### config.mk
export PLATFORM = sky130hd
export DESIGN_NAME = note_synth
export DESIGN_NICKNAME = d
export VERILOG_FILES = /design/src/rtl/note_synth.sv
export SDC_FILE = /design/constraint.sdc
export NUM_CORES = 1
export LEC_CHECK = 0
export CORE_MARGIN = 5
export CORE_UTILIZATION = 60
export CTS_BUF_LIST = sky130_fd_sc_hd__clkbuf_4
export CTS_CLUSTER_DIAMETER = 40
export CTS_CLUSTER_SIZE = 28
export DETAILED_ROUTE_END_ITERATION = 6
export GPL_ROUTABILITY_DRIVEN = 1
export PLACE_DENSITY = 0.88
export SETUP_SLACK_MARGIN = 0.2
export SYNTH_ARGS = -nofsm -noshare
export SYNTH_HDL_FRONTEND = slang
export SYNTH_SLANG_ARGS = --single-unit
### constraint.sdc
create_clock -name clk -period 10.9 [get_ports clk]
set_input_delay 1.09 -clock clk [delete_from_list [all_inputs] [get_ports clk]]
set_output_delay 1.09 -clock clk [all_outputs]
set_load 0.1 [all_outputs]
### src/rtl/note_synth.sv
// note_synth: square-wave tone generator at the pitch of the highest pressed key, phase-continuous with click-free release
module note_synth #(
    parameter int NKEYS     = 27,
    parameter int DIV_W     = 18,
    parameter int DIV_SHIFT = 0
) (
    input  logic             clk,
    input  logic             reset,
    input  logic [NKEYS-1:0] note,
    input  logic             enable,
    output logic             audio_out,
    output logic             active,
    output logic [4:0]       note_idx,
    output logic             note_change
);
    localparam logic [1:0] S_IDLE = 2'd0;
    localparam logic [1:0] S_PLAY = 2'd1;
    localparam logic [1:0] S_REL  = 2'd2;

    logic [NKEYS-1:0] note_q;
    logic [1:0]       state_q, state_d;
    logic             audio_q, audio_d;
    logic [DIV_W-1:0] cnt_q, cnt_d;
    logic [4:0]       idx_q, idx_d;
    logic             chg_q, chg_d;
    logic [4:0]       sel;
    logic             go, zero;

    // Half-period in clock cycles for each key, A3 upward, scaled down by DIV_SHIFT and kept at least 1
    function automatic logic [DIV_W-1:0] hp_of(input logic [4:0] k);
        logic [17:0]      rom;
        logic [DIV_W-1:0] v;
        case (k)
            5'd0:    rom = 18'd227273;
            5'd1:    rom = 18'd214517;
            5'd2:    rom = 18'd202477;
            5'd3:    rom = 18'd191113;
            5'd4:    rom = 18'd180386;
            5'd5:    rom = 18'd170262;
            5'd6:    rom = 18'd160706;
            5'd7:    rom = 18'd151686;
            5'd8:    rom = 18'd143173;
            5'd9:    rom = 18'd135137;
            5'd10:   rom = 18'd127553;
            5'd11:   rom = 18'd120394;
            5'd12:   rom = 18'd113636;
            5'd13:   rom = 18'd107258;
            5'd14:   rom = 18'd101238;
            5'd15:   rom = 18'd95556;
            5'd16:   rom = 18'd90193;
            5'd17:   rom = 18'd85131;
            5'd18:   rom = 18'd80353;
            5'd19:   rom = 18'd75843;
            5'd20:   rom = 18'd71586;
            5'd21:   rom = 18'd67569;
            5'd22:   rom = 18'd63776;
            5'd23:   rom = 18'd60197;
            5'd24:   rom = 18'd56818;
            5'd25:   rom = 18'd53629;
            default: rom = 18'd50619;
        endcase
        v = DIV_W'(rom >> DIV_SHIFT);
        return (v == '0) ? DIV_W'(1) : v;
    endfunction

    // Priority encoder: the highest sounding key wins
    always_comb begin
        sel = '0;
        for (int k = 0; k < NKEYS; k++)
            if (note_q[k]) sel = 5'(k);
    end

    assign go   = enable && (note_q != '0);
    assign zero = (cnt_q == '0);

    // Tone FSM: pitch and stop decisions only take effect at waveform edges, except an idle-low stop
    always_comb begin
        state_d = state_q;
        audio_d = audio_q;
        cnt_d   = cnt_q;
        idx_d   = idx_q;
        chg_d   = 1'b0;
        case (state_q)
            S_IDLE: begin
                if (go) begin
                    state_d = S_PLAY;
                    idx_d   = sel;
                    cnt_d   = hp_of(sel) - 1'b1;
                    audio_d = 1'b1;
                    chg_d   = 1'b1;
                end
            end
            S_PLAY: begin
                if (zero) begin
                    audio_d = !audio_q;
                    if (!go) begin
                        state_d = audio_q ? S_IDLE : S_REL;
                        cnt_d   = audio_q ? '0 : hp_of(idx_q) - 1'b1;
                    end else begin
                        cnt_d = hp_of(sel) - 1'b1;
                        idx_d = sel;
                        chg_d = (sel != idx_q);
                    end
                end else if (!go) begin
                    state_d = audio_q ? S_REL : S_IDLE;
                    cnt_d   = audio_q ? cnt_q - 1'b1 : '0;
                end else begin
                    cnt_d = cnt_q - 1'b1;
                end
            end
            S_REL: begin
                if (zero) begin
                    audio_d = 1'b0;
                    state_d = go ? S_PLAY : S_IDLE;
                    cnt_d   = go ? hp_of(idx_q) - 1'b1 : '0;
                end else begin
                    cnt_d   = cnt_q - 1'b1;
                    state_d = go ? S_PLAY : S_REL;
                end
            end
            default: begin
                state_d = S_IDLE;
                audio_d = 1'b0;
                cnt_d   = '0;
            end
        endcase
    end

    // State and input registers; reset silences the output at once
    always_ff @(posedge clk or negedge reset) begin
        if (!reset) begin
            note_q  <= '0;
            state_q <= S_IDLE;
            audio_q <= 1'b0;
            cnt_q   <= '0;
            idx_q   <= '0;
            chg_q   <= 1'b0;
        end else begin
            note_q  <= note;
            state_q <= state_d;
            audio_q <= audio_d;
            cnt_q   <= cnt_d;
            idx_q   <= idx_d;
            chg_q   <= chg_d;
        end
    end

    assign audio_out   = audio_q;
    assign active      = (state_q != S_IDLE);
    assign note_idx    = idx_q;
    assign note_change = chg_q;
endmodule

# Word level (Yosys, flattened, before mapping)
# Memory sizes are Yosys's and may differ from the RTL's.
# Index checks and enable logic that the tools add are counted.
word_totals:
  regBits: 54
  latch_bits: 0
  mem_bits_rw: 0
  romBits: 2304
  inputBits: 30
  out_inout_bits: 8
  memories: 4
mem_list:
  columns: ["name", "depth", "width", "read_ports", "rd_clocked_by_memory_dff", "write_ports", "line", "source"]
  rows:
  - ["(name not given)", 32, 18, 1, 0, 0, "33", "case (k)"]
  - ["(name not given)", 32, 18, 1, 0, 0, "33", null]
  - ["(name not given)", 32, 18, 1, 0, 0, "33", null]
  - ["(name not given)", 32, 18, 1, 0, 0, "33", null]
op_classes:
  add_sub_neg: 5
  mul: 0
  div: 0
  magnitude_cmp: 0
  n_eq_ne: 7
  shift: 0
  n_mux: 70
  n_bitwise: 0
  reduce_logical: 14
op_table:
  columns: ["operator", "n"]
  rows:
  - ["$mux 18", 22]
  - ["$mux 5", 22]
  - ["$logic_not 18->1", 5]
  - ["$sub 18x1->18 const B", 5]
  - ["$pmux 18 s3", 1]
  - ["$reduce_bool 27->1", 1]
  - ["$mux 2", 10]
  - ["$pmux 5 s2", 1]
  - ["$mux 3", 3]
  - ["$mux 1", 8]
  - ["$ne 2x2->1 const B", 4]
  - ["$pmux 2 s3", 1]
  - ["$ne 5x5->1", 1]
  - ["$reduce_and 2->1", 2]
  - ["$reduce_bool 2->1", 2]
  - ["$pmux 1 s3", 1]
  - ["$reduce_and 3->1", 1]
  - ["$eq 2x1->1 const B", 1]
  - ["$eq 2x2->1 const B", 1]
  - ["$logic_not 2->1", 1]
  - ["$pmux 1 s2", 1]
  - ["$logic_and 1x1->1", 1]
  - ["$logic_not 1->1", 1]

# Depth between registers and ports, before layout
# Gate-level depths: netlist of the first run.
# An unclocked memory read counts as a cell.
depth:
  depth_word: 36
  mapped_depth: 17
  ltp_nobuf: 16

# Worst setup path before layout of the first run
# No wires, ideal clock.
synth_path:
  path_type: "reg-to-reg"
  from: "register note_q[2]"
  to: "register cnt_q[14]"
  setup_time_ns: 0.074
  arrival_ns: 3.813
  required_time_ns: 10.826
  setup_slack_ns: 7.013
  stages_incl_launch_ff: 16
  n_path_buf: 0
  path_cell_list: "dfrtp_1 -> nand2b_1 -> a2111oi_0 -> a2111oi_0 -> a211oi_1 -> a21oi_1 -> nor2_1 -> inv_1 -> ha_1 -> o21ai_0 -> o21ai_0 -> a2bb2oi_2 -> nand3_2 -> nor4_4 -> mux2_4 -> o21ai_2"
synth_between:
  elab_chain_len: 35
synth_rtl:
  columns: ["item", "line", "source"]
  rows:
  - ["from (decl)", "20", "logic [NKEYS-1:0] note_q;"]
  - ["from (signal assigned)", "139", "note_q <= note;"]
  - ["$mux 2 * (2 in a row)", "70", "if (note_q[k]) sel = 5'(k);"]
  - ["$mux 3 * (3 in a row)", "70", null]
  - ["$mux 5 * (20 in a row)", "70", null]
  - ["via sel[0]", "26", "logic [4:0] sel;"]
  - ["$mem_v2 32x18", null, null]
  - ["$mux 18", "96", "if (!go) begin"]
  - ["$mux 18", "94", "if (zero) begin"]
  - ["$mux 18", "83", "case (state_q)"]
  - ["$logic_not 18->1", "63", "return (v == '0) ? DIV_W'(1) : v;"]
  - ["$mux 18", "63", null]
  - ["$sub 18x1->18", "100", "cnt_d = hp_of(sel) - 1'b1;"]
  - ["$mux 18", "96", null]
  - ["$mux 18", "94", null]
  - ["$pmux 18 s3 *", "83", null]
  - ["to (signal assigned)", "142", "cnt_q <= cnt_d;"]
  - ["to (decl)", "23", "logic [DIV_W-1:0] cnt_q, cnt_d;"]
# Mark *: on every way through the listed nets, which the timed path passes. The rest lies on a longest branch. The select of a mux whose other input is x is not followed.
# A chain may end at the register's enable or synchronous reset.

# Worst setup path after layout of the first run
# Ends and elaborated chain as after synthesis.

==> flow_metrics.env, run 1 <==
export IMPL_core_area_um2=8130
export IMPL_fp_dieW_um=101
export IMPL_async_flop_share_pct=100
export IMPL_power_switching_w=0.000378
export IMPL_status="complete, no violations"
export IMPL_wirelength_um=15600
export IMPL_post_drt_wl_per_cell_um=21.0
export IMPL_cp_arrival_ns=5.09
export IMPL_vias_per_cell=6.97
export IMPL_crit_slowest_cell="a211oi_1"
export IMPL_ctsResizeCount=0
export IMPL_antenna_found_initial=0
export IMPL_clockBufferDepth=2
export IMPL_clock_sinks=54
export IMPL_fin_util_pct=66.6
export IMPL_grt_pass1_vias=4893
export IMPL_cp_startpoint="note_q[2]"
export IMPL_cellPowerDensity_nw_per_um2=148
export IMPL_htree_levels=2
export IMPL_min_path_type="reg2reg"
export IMPL_r2r_slack_ns=6.14
export IMPL_skew_ns=0.0120
export IMPL_hpwlAfterDp_um=11600
export IMPL_nets=690
export IMPL_drc_errors=0
export IMPL_start_util_pct=61.2
export IMPL_finalCritPeriodShare_pct=43.7
export IMPL_path_max_fanout=6
export IMPL_cts_root_buf="clkbuf_4"
export IMPL_antenna_cells=0
export IMPL_portBuffers=37
export IMPL_clk_pin_slew_ns=0.17
export IMPL_register_area_um2=1350
export IMPL_rsz0062_at_grt="false"
export IMPL_drv_cap=0
export IMPL_crit_path_start_kind="register"
export IMPL_synth_area_um2=4970
export IMPL_r2r_start="note_q[2]"
export IMPL_cellInternalPower_w=0.000426
export IMPL_antenna_left=0
export IMPL_ys_ff_latch=54
export IMPL_min_period_ns=4.76
export IMPL_nFillCells=694
export IMPL_vias=5178
export IMPL_power_share_sequential_pct=35.3
export IMPL_swShare_pct=47.1
export IMPL_synth_top_area_share_pct=27.2
export IMPL_grt_util_all_layers_pct=30.8
export IMPL_p_clk_share_pct=14.3
export IMPL_hold_start="cnt_q[1]"
export IMPL_tns_ns=0
export IMPL_post_cts_setup_buffer_count=0
export IMPL_drt_initial_drc_count=437
export IMPL_syn_area_per_cell_um2=7.96
export IMPL_worst_setup_path_type="reg2reg"
export IMPL_required_ns=11.23
export IMPL_cts_buffers=5
export IMPL_grt_overflow=0
export IMPL_drive_gt1_share_pct=8.31
export IMPL_area_growth_pct=8.93
export IMPL_grt_max_degree=55
export IMPL_dieArea_um2=10200
export IMPL_multiInputGateArea_um2=3360
export IMPL_rows=33
export IMPL_ys_flop_type="dfrtp_1"
export IMPL_relSlewSlack_pct=35.2
export IMPL_ir_worst_vdd_v=0.0000679
export IMPL_drt_pre_antenna_iters=6
export IMPL_syn_inst=625
export IMPL_final_common_cell="nor2_1"
export IMPL_fmax_ghz=0.210
export IMPL_crit_path_cell_trace="nand2b_1 -> a2111oi_0 -> a2111oi_0 -> a211oi_1 -> a21oi_1 -> nor2_1 -> inv_1 -> ha_1 -> o21ai_0 -> o21ai_0 -> a2bb2oi_2 -> nand3_2 -> nor4_4 -> mux2_4 -> o21ai_2"
export IMPL_syn_nets=677
export IMPL_tightest_slew_ns=0.969
export IMPL_layout_common_cells="nor2_1 (67), nand2_1 (54), dfrtp_1 (54)"
export IMPL_final_setup_viol_count=0
export IMPL_pwr_share_comb_pct=50.4
export IMPL_leakagePower_nw=2.12
export IMPL_clk_latency_ns=0.39
export IMPL_max_stage_delay_ns=0.61
export IMPL_postCtsHoldBufs=0
export IMPL_die_y_um=101
export IMPL_synth_seq_area_share_pct=27.2
export IMPL_ys_types=84
export IMPL_gp_congestion=1.01
export IMPL_ys_warn_count=0
export IMPL_synth_edf_count=0
export IMPL_io_pins=38
export IMPL_drv_slew=0
export IMPL_cts_tree="built"
export IMPL_synthTopCellsByArea="dfrtp_1 (27%), ha_1 (5.5%), o21ai_0 (5.3%)"
export IMPL_cp_end_kind="register"
export IMPL_hold_violations=0
export IMPL_synth_top_area_cell="dfrtp_1"
export IMPL_grt_pass1_wl_um=25000
==> area by class of cell <==
cell class,count,area share [%]
Sequential cell,54,24.9
Multi-Input combinational cell,510,62.1
Timing Repair Buffer,42,7.43
Inverter,25,1.73
Clock inverter,2,0.716
Tap cell,105,2.42
Clock buffer,5,0.693
==> final timing paths <==
check                              end  cells after the start
max reg2reg                  cnt_q[14]                     15
max in group asynchronous   note_q[24]                      2
min reg2reg                   cnt_q[1]                      2
min in group asynchronous  note_idx[3]                      2
max                          cnt_q[14]                     15
min                           cnt_q[1]                      2
==> cells by family (layout without fill, tap and decap cells) <==
kind of cell | after synthesis | count (layout) | share of synthesized area (%)
compound gates | 240 | 240 | 32.4
simple gates | 216 | 216 | 23.8
buf+inv | 61 | 74 | 5.23
flops | 54 | 54 | 27.2
xor+xnor | 27 | 27 | 4.75
fa+ha+maj | 22 | 22 | 5.53
mux | 5 | 5 | 1.16
==> worst max-delay path, delay by kind of cell (launching register included) <==
kind	cells	cell delay, ns
buf+inv	1	0.21
flops	1	0.41
mux	1	0.33
compound gates	8	2.18
simple gates	4	1.14
fa+ha+maj	1	0.43
==> power groups by stage <==
stage	Clock [W]	Combinational [W]	Sequential (W)
finish	0.000115	0.000406	0.000284
global route	0.000123	0.000441	0.000290
CTS	0.000116	0.000399	0.000281
detailed placement	0	0.000397	0.000286
global placement	0	0.000389	0.000282
floorplan	0	0.000273	0.000304
==> flip-flops by register name (all words and copies together) (netlist names) <==
name and cells:
note_q 27, cnt_q 18, note_idx 5, state_q 2, audio_out 1, note_change 1
==> routing by layer <==
| layer | GRT usage (%) | part of all wire [%] | up-vias |
|---|---|---|---|
| met2 | 52.3 | 50 | 286 |
| met3 | 4.15 | 7.1 | 56 |
| met1 | 38.7 | 39 | 2468 |
| li1 | - | - | 2368 |
| met4 | 14.3 | 4.4 | 0 |
| met5 | 0 | 0 | - |
==> cell usage after synthesis (5+ instances only) <==
library cell and number:
nor4_1 6, o21ai_0 53, nor3_1 17, nand2b_1 8, or3_1 5, buf_2 7
nand3_1 9, xnor2_1 15, dfrtp_1 54, a31oi_1 17, o21ai_1 14, o31ai_1 5
nand2_1 54, or4_1 7, a211oi_1 11, clkbuf_1 24, inv_1 22, nor2_1 67
or2_2 5, xor2_1 12, a21oi_1 44, a221oi_1 10, o21a_1 6, ha_1 22
and2_1 5, o22ai_1 7, o211ai_1 10
==> stage by stage <==
step	power (W)	hold slack (ns)	cells	instance area (um^2)	worst slack [ns]
after floorplan	0.000577	0.498	625	4970	7.01
after detailed placement	0.000683	0.556	736	5340	6.26
after CTS	0.000797	0.575	743	5420	6.24
after global placement	0.000672	0.521	736	5340	6.49
final	0.000804	0.576	743	5420	6.14
after global routing	0.000854	0.601	743	5420	5.85
Power figures use the tool's default switching activity.
==> inputs of run 2 (changes only) <==
clock period = 4.6 ns   (was 10.9 ns; I/O delays follow)
==> run 2 against run 1 <==
Net effect:
- final cell count grew 1.6%
- clock skew grew 0.0086 ns
- combinational power grew 140%
- largest cell class unchanged
- routed wire length grew 2.7%
- utilization grew 1.1 points
- critical path depth is the same
- worst setup slack lost 5.8 ns
- first-iteration DRC count shrank 10%
- critical path type unchanged
- hold slack lost 0.42 ns
==> flow_metrics.env, run 2 (synthesized netlist as in run 1, its figures left out) <==
export IMPL_cp_startpoint="note_q[23]"
export IMPL_grt_overflow=0
export IMPL_drv_cap=0
export IMPL_vias_per_cell=6.85
export IMPL_finalCritPeriodShare_pct=91.7
export IMPL_crit_path_start_kind="register"
export IMPL_clk_pin_slew_ns=0.19
export IMPL_dp_cells=745
export IMPL_drt_initial_drc_count=392
export IMPL_cts_root_buf="clkbuf_4"
export IMPL_status="complete, no violations"
export IMPL_cp_end_kind="register"
export IMPL_final_common_cell="nor2_1"
export IMPL_grt_busiest_layer="met2"
export IMPL_grt_util_all_layers_pct=31.0
export IMPL_layout_common_cells="nor2_1 (67), nand2_1 (54), dfrtp_1 (53)"
export IMPL_die_y_um=101
export IMPL_clock_sinks=54
export IMPL_start_util_pct=61.2
export IMPL_post_drt_wl_per_cell_um=21.2
export IMPL_largest_reg_flops=27
export IMPL_fin_area_um2=5510
export IMPL_min_path_type="in2async"
export IMPL_grt_pass1_vias=4784
export IMPL_cp_arrival_ns=4.56
export IMPL_required_ns=4.94
export IMPL_path_max_fanout=10
export IMPL_r2r_start="note_q[23]"
export IMPL_dieArea_um2=10200
export IMPL_top_register="note_q"
export IMPL_finalNonFillerCells=755
export IMPL_r2r_slack_ns=0.38
export IMPL_gp_congestion=1.03
export IMPL_crit_path_cell_trace="or4_1 -> a221o_1 -> a31oi_4 -> nor2_4 -> nand2_1 -> nand2_1 -> ha_1 -> o21ai_0 -> o31ai_1 -> o21ai_0 -> a21oi_1 -> nand4_2 -> nor4_4 -> mux2_4 -> o21ai_2"
export IMPL_relSlewSlack_pct=28.6
export IMPL_met2_usage_pct=51.5
export IMPL_ir_worst_vdd_v=0.000164
export IMPL_rows=33
export IMPL_hpwlAfterDp_um=11900
export IMPL_io_pins=38
export IMPL_place_area_um2=5410
export IMPL_fp_dieW_um=101
export IMPL_drc_errors=0
export IMPL_min_period_ns=4.22
export IMPL_hold_violations=0
export IMPL_wirelength_um=16000
export IMPL_nets=701
export IMPL_max_stage_delay_ns=0.53
export IMPL_leakagePower_nw=2.17
export IMPL_tightest_slew_ns=1.07
export IMPL_fmax_ghz=0.237
export IMPL_drt_pre_antenna_iters=7
export IMPL_rsz0062_at_grt="false"
export IMPL_core_area_um2=8130
export IMPL_drive_gt1_share_pct=10.5
export IMPL_clk_latency_ns=0.41
export IMPL_grt_max_degree=55
export IMPL_cts_buffers=5
export IMPL_grt_util_met1_pct=38.4
export IMPL_crit_slowest_cell="dfrtp_2"
export IMPL_vias=5169
export IMPL_cts_tree="built"
export IMPL_antenna_left=0
export IMPL_htree_levels=2
export IMPL_skew_ns=0.0206
export IMPL_antenna_cells=0
export IMPL_grt_pass1_wl_um=25000
export IMPL_portBuffers=37
export IMPL_cellPowerDensity_nw_per_um2=344
export IMPL_worst_setup_path_type="reg2reg"
export IMPL_tns_ns=0
export IMPL_antenna_found_initial=0
export IMPL_drv_slew=0
export IMPL_area_growth_pct=10.7
export IMPL_gr_usage_met3_pct=4.64
export IMPL_clockBufferDepth=2
export IMPL_final_setup_viol_count=0
## run 2: final cells by class
cell class / count / area, um^2
multi-input combinational: 510 / 3380
inverter: 25 / 93.8
sequential: 54 / 1350
fill: 682 / 2630
tap: 105 / 131
clock buffer: 5 / 37.5
clock inverter: 3 / 28.8
timing repair buffer: 53 / 485
## run 2: layer usage
layer / vias up / wire length (um)
met5: - / 0
met4: 0 / 1030
met3: 89 / 1350
met2: 325 / 7590
met1: 2363 / 6020
li1: 2392 / -
## run 2: final timing paths
check                           cells past startpoint     endpoint
worst max-delay path                               15    cnt_q[14]
worst min-delay path                                2  note_idx[3]
worst max register to register                     15    cnt_q[14]
worst min register to register                      2  note_idx[2]
max in group asynchronous                           2   note_q[23]
min in group clk                                    1   note_q[23]
## run 2: timing repair
item | 4_1_cts | 5_1_grt
setup endpoints to repair | 0 | 7
hold endpoints to repair | 0 | 0
resized for setup | 0 | 5
hold buffers | 0 | 0
setup buffers | 0 | 2
## run 2: metrics by stage
| stage | power [W] | hold WS (ns) | worst slack [ns] | utilization (%) |
|---|---|---|---|---|
| 3_3_place_gp | 0.00160 | 0.493 | 0.390 | 66.5 |
| 3_5_place_dp | 0.00163 | 0.504 | 0.422 | 66.5 |
| 6_report | 0.00190 | 0.157 | 0.381 | 67.7 |
| 5_1_grt | 0.00200 | 0.207 | 0.122 | 67.7 |
| 2_1_floorplan | 0.00137 | 0.164 | 0.713 | - |
| 4_1_cts | 0.00187 | 0.188 | 0.380 | 67.3 |
## run 2: report_power, final
part	internal, W	switching [W]	total (W)
clock network	0.0000659	0.000183	0.000249
registers	0.000548	0.000140	0.000688
logic	0.000353	0.000604	0.000958
total	0.000968	0.000928	0.00190
## run 2: worst max-delay path: cells and delay by family (launching register included)
kind	cells	cell delay, ns
mux	1	0.33
flops	1	0.53
compound gates	7	1.52
simple gates	6	1.33
fa+ha+maj	1	0.44
==> inputs of run 3 (changes only) <==
CTS_BUF_LIST = sky130_fd_sc_hd__clkbuf_2   (was sky130_fd_sc_hd__clkbuf_4)
==> run 3 against run 2 <==
Net effect:
- total power is 1.0% lower
- global-route usage hardly changed
- clock power is 8% lower
- clock skew is 0.011 ns higher
- critical path depth is 1 lower
- first-iteration DRC count is 14% higher
- critical path type unchanged
- critical endpoint unchanged
==> flow_metrics.env, run 3 (synthesized netlist as in run 1, its figures left out) <==
export IMPL_dieArea_um2=10200
export IMPL_grt_pass1_vias=4784
export IMPL_drt_initial_drc_count=445
export IMPL_grt_max_degree=55
export IMPL_reg2regPathDepth=14
export IMPL_multiInputGateArea_um2=3380
export IMPL_cp_arrival_ns=4.57
export IMPL_hpwlAfterDp_um=11900
export IMPL_cts_tree="built"
export IMPL_start_util_pct=61.2
export IMPL_ir_worst_vdd_v=0.000164
export IMPL_top_register="note_q"
export IMPL_relSlewSlack_pct=27.8
export IMPL_drive_gt1_share_pct=10.8
export IMPL_r2r_end="cnt_q[14]"
export IMPL_antenna_left=0
export IMPL_skew_ns=0.0312
export IMPL_antenna_cells=0
export IMPL_htree_levels=2
export IMPL_r2r_start="note_q[23]"
export IMPL_cp_startpoint="note_q[23]"
export IMPL_cp_end_kind="register"
export IMPL_portBuffers=37
export IMPL_cts_root_buf="clkbuf_2"
export IMPL_r2r_slack_ns=0.48
export IMPL_finalNonFillerCells=755
export IMPL_post_drt_wl_per_cell_um=21.1
export IMPL_endpoint="cnt_q[14]"
export IMPL_drc_errors=0
export IMPL_leakagePower_nw=2.16
export IMPL_tightest_slew_ns=1.08
export IMPL_tns_ns=0
export IMPL_final_setup_viol_count=0
export IMPL_drv_cap=0
export IMPL_nets=701
export IMPL_fp_dieW_um=101
export IMPL_clk_latency_ns=0.50
export IMPL_clk_pin_slew_ns=0.34
export IMPL_grt_util_all_layers_pct=31.1
export IMPL_io_pins=38
export IMPL_min_period_ns=4.12
export IMPL_core_area_um2=8130
export IMPL_fmax_ghz=0.243
export IMPL_hold_violations=0
export IMPL_grt_pass1_wl_um=25000
export IMPL_clock_sinks=54
export IMPL_rows=33
export IMPL_rsz0062_at_grt="false"
export IMPL_grt_overflow=0
export IMPL_dp_cells=745
export IMPL_clockBufferDepth=2
export IMPL_setup_slack_ns=0.478
export IMPL_gp_congestion=1.03
export IMPL_vias=5127
export IMPL_worst_setup_path_type="reg2reg"
export IMPL_postCtsHoldBufs=0
export IMPL_status="complete, no violations"
export IMPL_required_ns=5.05
export IMPL_drv_slew=0
export IMPL_cts_buffers=5
export IMPL_vias_per_cell=6.79
export IMPL_layout_common_cells="nor2_1 (67), nand2_1 (54), dfrtp_1 (53)"
export IMPL_dp_slack_ns=0.422
export IMPL_finalCritPeriodShare_pct=89.6
export IMPL_antenna_found_initial=0
export IMPL_cellPowerDensity_nw_per_um2=341
export IMPL_crit_path_start_kind="register"
export IMPL_drt_pre_antenna_iters=5
export IMPL_place_area_um2=5410
export IMPL_area_growth_pct=10.6
export IMPL_final_common_cell="nor2_1"
export IMPL_register_area_um2=1350
export IMPL_wirelength_um=15900
export IMPL_min_path_type="in2async"
export IMPL_largest_reg_flops=27
export IMPL_path_max_fanout=10
export IMPL_fin_area_um2=5500
export IMPL_die_y_um=101
export IMPL_nFillCells=686
==> run 3: per-layer routing <==
layer  vias up  wire [um]  track usage [%]
met5         -          0                0
met4         0       1010             17.3
li1       2387          -                -
met2       302       7530             51.5
met1      2355       6060             38.4
met3        83       1310             4.84
==> run 3: worst max-delay path, stage by stage, from the launching register on <==
cell and delay (ns):
dfrtp_2 0.57, or4_1 0.48, a221o_1 0.33, a31oi_4 0.25, nor2_4 0.06, nand2_1 0.08, nand2_1 0.19, ha_2 0.44
o21ai_0 0.22, o21ai_1 0.21, a2bb2oi_2 0.26, nand3_2 0.19, nor4_4 0.36, mux2_4 0.33, o21ai_2 0.10
==> run 3: where the power goes <==
part | switching, W | total [W] | leakage [nW] | internal, W
clock network | 0.000185 | 0.000230 | 0.0351 | 0.0000449
registers | 0.000140 | 0.000689 | 0.646 | 0.000549
logic | 0.000603 | 0.000957 | 1.48 | 0.000354
total | 0.000928 | 0.00188 | 2.16 | 0.000948
==> run 3: metrics by stage <==
stage	hold WS, ns	power, W	util [%]
5_1_grt	0.0570	0.00198	67.6
2_1_floorplan	0.164	0.00137	-
3_5_place_dp	0.504	0.00163	66.5
6_report	0.0203	0.00188	67.6
4_1_cts	0.0576	0.00186	67.2
3_3_place_gp	0.493	0.00160	66.5
==> run 3: area by class of cell <==
type / instances / area share (%)
inverters: 25 / 1.71
well taps: 105 / 2.39
flip-flops and latches: 54 / 24.6
clock buffers: 5 / 0.455
clock inverters: 3 / 0.523
multi-input cells: 510 / 61.5
repair buffers: 53 / 8.83
==> run 3: what timing repair did <==
item,4_1_cts,5_1_grt
setup endpoints to repair,0,7
setup buffers,0,2
gates resized for setup,0,7
==> run 3: how the worst min path moves through the flow <==
stage	start	endpoint	slack (ns)	depth (start not counted)
floorplan	reset	audio_out	0.16	0
CTS	reset	note_idx[3]	0.06	2
finish	reset	note_idx[3]	0.02	2
detailed placement	note_idx[2]	note_idx[2]	0.50	2
global route	reset	note_q[25]	0.06	2
global placement	note_idx[2]	note_idx[2]	0.49	2
==> RTL edit 1 (flow settings as in run 3) <==
Set the parameter `NKEYS` to 54 (it was 27).
--- a/src/rtl/note_synth.sv
+++ b/src/rtl/note_synth.sv
@@ -1,6 +1,6 @@
 // note_synth: square-wave tone generator at the pitch of the highest pressed key, phase-continuous with click-free release
 module note_synth #(
-    parameter int NKEYS     = 27,
+    parameter int NKEYS     = 54,
     parameter int DIV_W     = 18,
     parameter int DIV_SHIFT = 0
 ) (
Ports: changed (resized note); port bits go from 38 to 65. The function was not compared with the original's and may differ.
==> RTL edit 1 against run 3 <==
- the run now ends with design-rule violations left
- cell area grew 28%
- core utilization is 1.9 points higher
- wire length grew 16%
- non-clock buffer count grew 29
- count of clock-buffer cells in the layout increased by 4
- total power is 28% higher
- synthesized cell count up 24%
- setup slack improved by 0.0078 ns
- synthesized area is 24% higher
- sequential cell count increased by 27
==> RTL edit 1: results (changes against run 3) <==
| Metric | Value |
|---|---|
| Status | finished, violations left (was complete, no violations) |
| Failing checks | design-rule violations |
| Share of cells above drive strength 1 | 0.07942 (was 0.1077) |
| Clk_skew | 0.06118 ns (was 0.03116 ns) |
| Net Sw Frac | 0.4558 (was 0.4948) |
| Vias in the first global route | 6059 (was 4784) |
| Residual DRC | 3 (was 0) |
| Placement Cell Area | 0.006892 sq mm (was 0.005410 sq mm) |
| Tcrit/Tclk final | 0.8944 (was 0.8961) |
| Post-Synth Adder-Cell Area | 0.04072 (was 0.05533) |
| Syn Area/Cell | 7.900 sq um (was 7.960 sq um) |
| Top cells by instance count after synthesis | nor2_1, a21oi_1, dfrtp_1, nand2_1, o21ai_0 (was nor2_1, dfrtp_1, nand2_1, o21ai_0, a21oi_1) |
| Reg2reg end | cnt_q[6] (was cnt_q[14]) |
| Cell Count Post-Placement | 950 (was 745) |
| Worst-margin pin slew | 1.063 ns (was 1.083 ns) |
| Routed wl met3 | 1640 microns (was 1305 microns) |
| Port Buf Inserts | 64 (was 37) |
| # nets final | 903 (was 701) |
| Area contributors post-synth | dfrtp_1, a21oi_1, nor2_1, o21ai_0, nand2_1 (was dfrtp_1, ha_1, o21ai_0, nor2_1, a21oi_1) |
| Max reg flops | 54 (was 27) |
| Drt via density | 6.670 (was 6.791) |
| DR pass1 iterations | 7 (was 5) |
| Clk Latency, worst-skew pair | 0.61 ns (was 0.50 ns) |
| Drt total wl | 18410 microns (was 15910 microns) |
| Combinational gate power | 1.05 mW (was 0.957 mW) |
| HP Class | in2reg (was in2async) |
| First-pass GRT wire length | 29790 microns (was 25030 microns) |
| Cells on worst reg2reg path | 16 (was 14) |
| Peak supply drop | 226.3 uV (was 164.3 uV) |
-- RTL edit 1: changes by cell type in the layout (fill, tap and decap cells not counted), moves of 7 or more --
| cell | change |
|---|---|
| dfrtp_1 | +28 |
| a221o_1 | +7 |
| a22oi_1 | +7 |
| nor3_1 | +16 |
| nand2_1 | +14 |
| a211oi_1 | -8 |
| o21ai_0 | +12 |
| nor4_1 | +13 |
| nor2_1 | +25 |
| clkdlybuf4s50_1 | +27 |
| a21oi_1 | +44 |
-- RTL edit 1: worst max-delay path by stage --
stage	startpoint	to	slack, ns
6_report	note_q[14]	cnt_q[6]	0.49
4_1_cts	note_q[14]	cnt_q[6]	0.31
3_3_place_gp	note_q[12]	cnt_q[6]	0.48
5_1_grt	note_q[14]	cnt_q[6]	0.16
3_5_place_dp	note_q[14]	cnt_q[6]	0.30
2_1_floorplan	note_q[12]	cnt_q[6]	0.72
-- RTL edit 1: area by class of cell --
| cell class | count | area, sq um |
|---|---|---|
| Timing Repair Buffer | 82 | 775.7 |
| Multi-Input combinational cell | 626 | 3860 |
| Inverter | 26 | 97.59 |
| Tap cell | 136 | 170.2 |
| Sequential cell | 81 | 2027 |
| Fill cell | 801 | 3090 |
| Clock buffer | 9 | 45.04 |
| Clock inverter | 7 | 72.57 |
-- RTL edit 1: worst max-delay path, delay by kind of cell, from the launching register on --
| family | cells | cell delay, ns |
|---|---|---|
| buffers and inverters | 1 | 0.15 |
| AO/OA/AOI/OAI | 8 | 1.92 |
| XOR/XNOR | 1 | 0.11 |
| adder cells (fa/ha/maj) | 2 | 0.49 |
| flip-flops | 1 | 0.46 |
| AND/OR/NAND/NOR | 4 | 0.94 |
-- RTL edit 1: layer usage --
layer,track usage,vias up
met5,0,-
met1,0.3526,2959
met3,0.05568,83
met2,0.4942,403
li1,-,3005
met4,0.1541,0
==> RTL edit 2 (config.mk and constraints of run 3) <==
Made on the original files. Remove the register `chg_q`: a continuous assignment takes its place, so the output `note_change` follows one clock earlier.
--- a/src/rtl/note_synth.sv
+++ b/src/rtl/note_synth.sv
@@ -134,16 +134,16 @@
             audio_q <= 1'b0;
             cnt_q   <= '0;
             idx_q   <= '0;
-            chg_q   <= 1'b0;
         end else begin
             note_q  <= note;
             state_q <= state_d;
             audio_q <= audio_d;
             cnt_q   <= cnt_d;
             idx_q   <= idx_d;
-            chg_q   <= chg_d;
         end
     end
+
+    assign chg_q = chg_d;
 
     assign audio_out   = audio_q;
     assign active      = (state_q != S_IDLE);
Function: changed (Yosys sat finds a counterexample within 4 cycles, from zero or initial values and one cycle with reset low).
==> RTL edit 2 against run 3 <==
- the run now ends with design-rule violations left
- total power increased by 1.1%
- clock power is 10% higher
- sequential share of layout area fell by 0.25 points
- cell count fell by 0.79%
- non-clock buffer count fell by 5
- setup slack worse by 0.11 ns
- synthesized area down 0.50%
- cell area fell by 0.96%
- hold slack better by 0.038 ns
- sequential cell count shrank 1
- wire length decreased by 0.81%
- via count increased by 2.5%
- critical endpoint unchanged
- largest cell class unchanged
- largest power group unchanged
==> RTL edit 2: results (changes against run 3) <==
| Metric | Value |
|---|---|
| Status | finished, violations left (was complete, no violations) |
| Failing checks | design-rule violations |
| Hold_buf cts | 0 (unchanged) |
| Worst-margin pin slew | 0.9790 ns (was 1.083 ns) |
| Global-route usage over all layers | 0.3149 (was 0.3107) |
| Worst path slowest cell | dfrtp_1 (was dfrtp_2) |
| Reg power frac | 0.352 (was 0.367) |
| Most common cell in the netlist | nor2_1 (unchanged) |
| Critical Path Fanout Max | 10 (unchanged) |
| Vias in the first global route | 4982 (was 4784) |
| Peak supply drop | 171.7 uV (was 164.3 uV) |
| DIE AREA | 0.01017 sq mm (was 0.01021 sq mm) |
| CP Data Arrival Time | 4.66 ns (was 4.57 ns) |
| 1st-iter DRT viols | 518 (was 445) |
| Clk Latency, worst-skew pair | 0.47 ns (was 0.50 ns) |
| HPWL Detailed | 11840 microns (was 11870 microns) |
| Top cells by instance count after synthesis | nor2_1, nand2_1, dfrtp_1, o21ai_0, a21oi_1 (was nor2_1, dfrtp_1, nand2_1, o21ai_0, a21oi_1) |
| H-tree depth | 2 (unchanged) |
| Cells on worst reg2reg path | 15 (was 14) |
| Worst-path clk slew | 0.31 ns (was 0.34 ns) |
| Residual DRC | 2 (was 0) |
| FF-to-FF Start | note_q[23] (unchanged) |
| Net Sw Frac | 0.4813 (was 0.4948) |
| Drt via density | 7.013 (was 6.791) |
| HP Class | in2async (unchanged) |
| First-pass GRT wire length | 25500 microns (was 25030 microns) |
| R2r setup slk | 0.37 ns (was 0.48 ns) |
| Sequential cell area fraction in the yosys report | 0.2679 (was 0.2716) |
| Critical path's top delay family | simple AND/OR/NAND/NOR gates (was compound AO/OA/AOI/OAI gates) |
| # nets final | 695 (was 701) |
| Pre-CTS setup slack | 0.4576 ns (was 0.4224 ns) |
| Logic pwr share | 0.514 (was 0.510) |
| DR pass1 iterations | 7 (was 5) |
| RD Place Congestion | 1.029 (was 1.035) |
| Share of cells above drive strength 1 | 0.09938 (was 0.1077) |
| Largest net degree at the start of global routing | 54 (was 55) |
| Slowest stage delay, CP | 0.57 ns (about the same) |
| Drt total wl | 15780 microns (was 15910 microns) |
| Clk_skew | 0.03380 ns (was 0.03116 ns) |
| Post-synth top flop | dfrtp_1 (unchanged) |
| Post-CTS Setup Bufs | 0 (unchanged) |
| Synth Net Count | 676 (was 677) |
| LEAKAGE | 2.140 nW (was 2.164 nW) |
| Area contributors post-synth | dfrtp_1, ha_1, o21ai_0, nor2_1, a21oi_1 (unchanged) |
-- RTL edit 2: stage by stage --
stage                     total power [mW]  hold slack (ns)  area, sq um  std cells  utilization
after CTS                            1.872          0.08436         5434        749       0.6681
final                                1.897          0.05848         5448        749       0.6697
after detailed placement             1.620           0.5589         5365        741       0.6596
after floorplan                      1.359           0.1644         4955        624            -
after global placement               1.593           0.5458         5365        741       0.6596
after global routing                 2.011          0.09122         5448        749       0.6697
-- RTL edit 2: repair_timing --
action | in CTS | in global routing
endpoints found under the setup margin | 0 | 4
resized for setup | 0 | 5
endpoints found under the hold margin | 0 | 0
-- RTL edit 2: how the worst max path moves through the flow --
stage,startpoint,end,slack [ns]
final,note_q[23],cnt_q[14],0.37
after global routing,note_q[23],cnt_q[14],0.19
after CTS,note_q[23],cnt_q[14],0.41
after floorplan,note_idx[3],note_change,0.39
after detailed placement,note_q[23],cnt_q[14],0.46
after global placement,note_q[2],cnt_q[14],0.56
-- RTL edit 2: cell type report --
| type | count | area (sq um) |
|---|---|---|
| fillers | 712 | 2686 |
| clock buffers | 5 | 25.02 |
| repair buffers | 48 | 445.4 |
| clock inverters | 3 | 43.79 |
| multi-input cells | 510 | 3382 |
| flip-flops and latches | 53 | 1326 |
| inverters | 25 | 93.84 |
| well taps | 105 | 131.4 |
-- RTL edit 2: cell families after synthesis --
kind of cell,after synthesis,share of synthesized area
muxes,5,0.01163
adders and majority gates,22,0.05561
DFF,53,0.2679
and+or+nand+nor,216,0.2389
AOI/OAI and AO/OA,240,0.3256
xor gates and xnor gates,27,0.04778
buffers and inverters,61,0.05258
-- RTL edit 2: per-layer routing --
metal,global-route usage,routed length [microns],up-vias
met5,0,0,-
met4,0.1637,1046,0
met3,0.04775,1217,87
met2,0.5296,7611,330
met1,0.3884,5903,2457
li1,-,-,2379
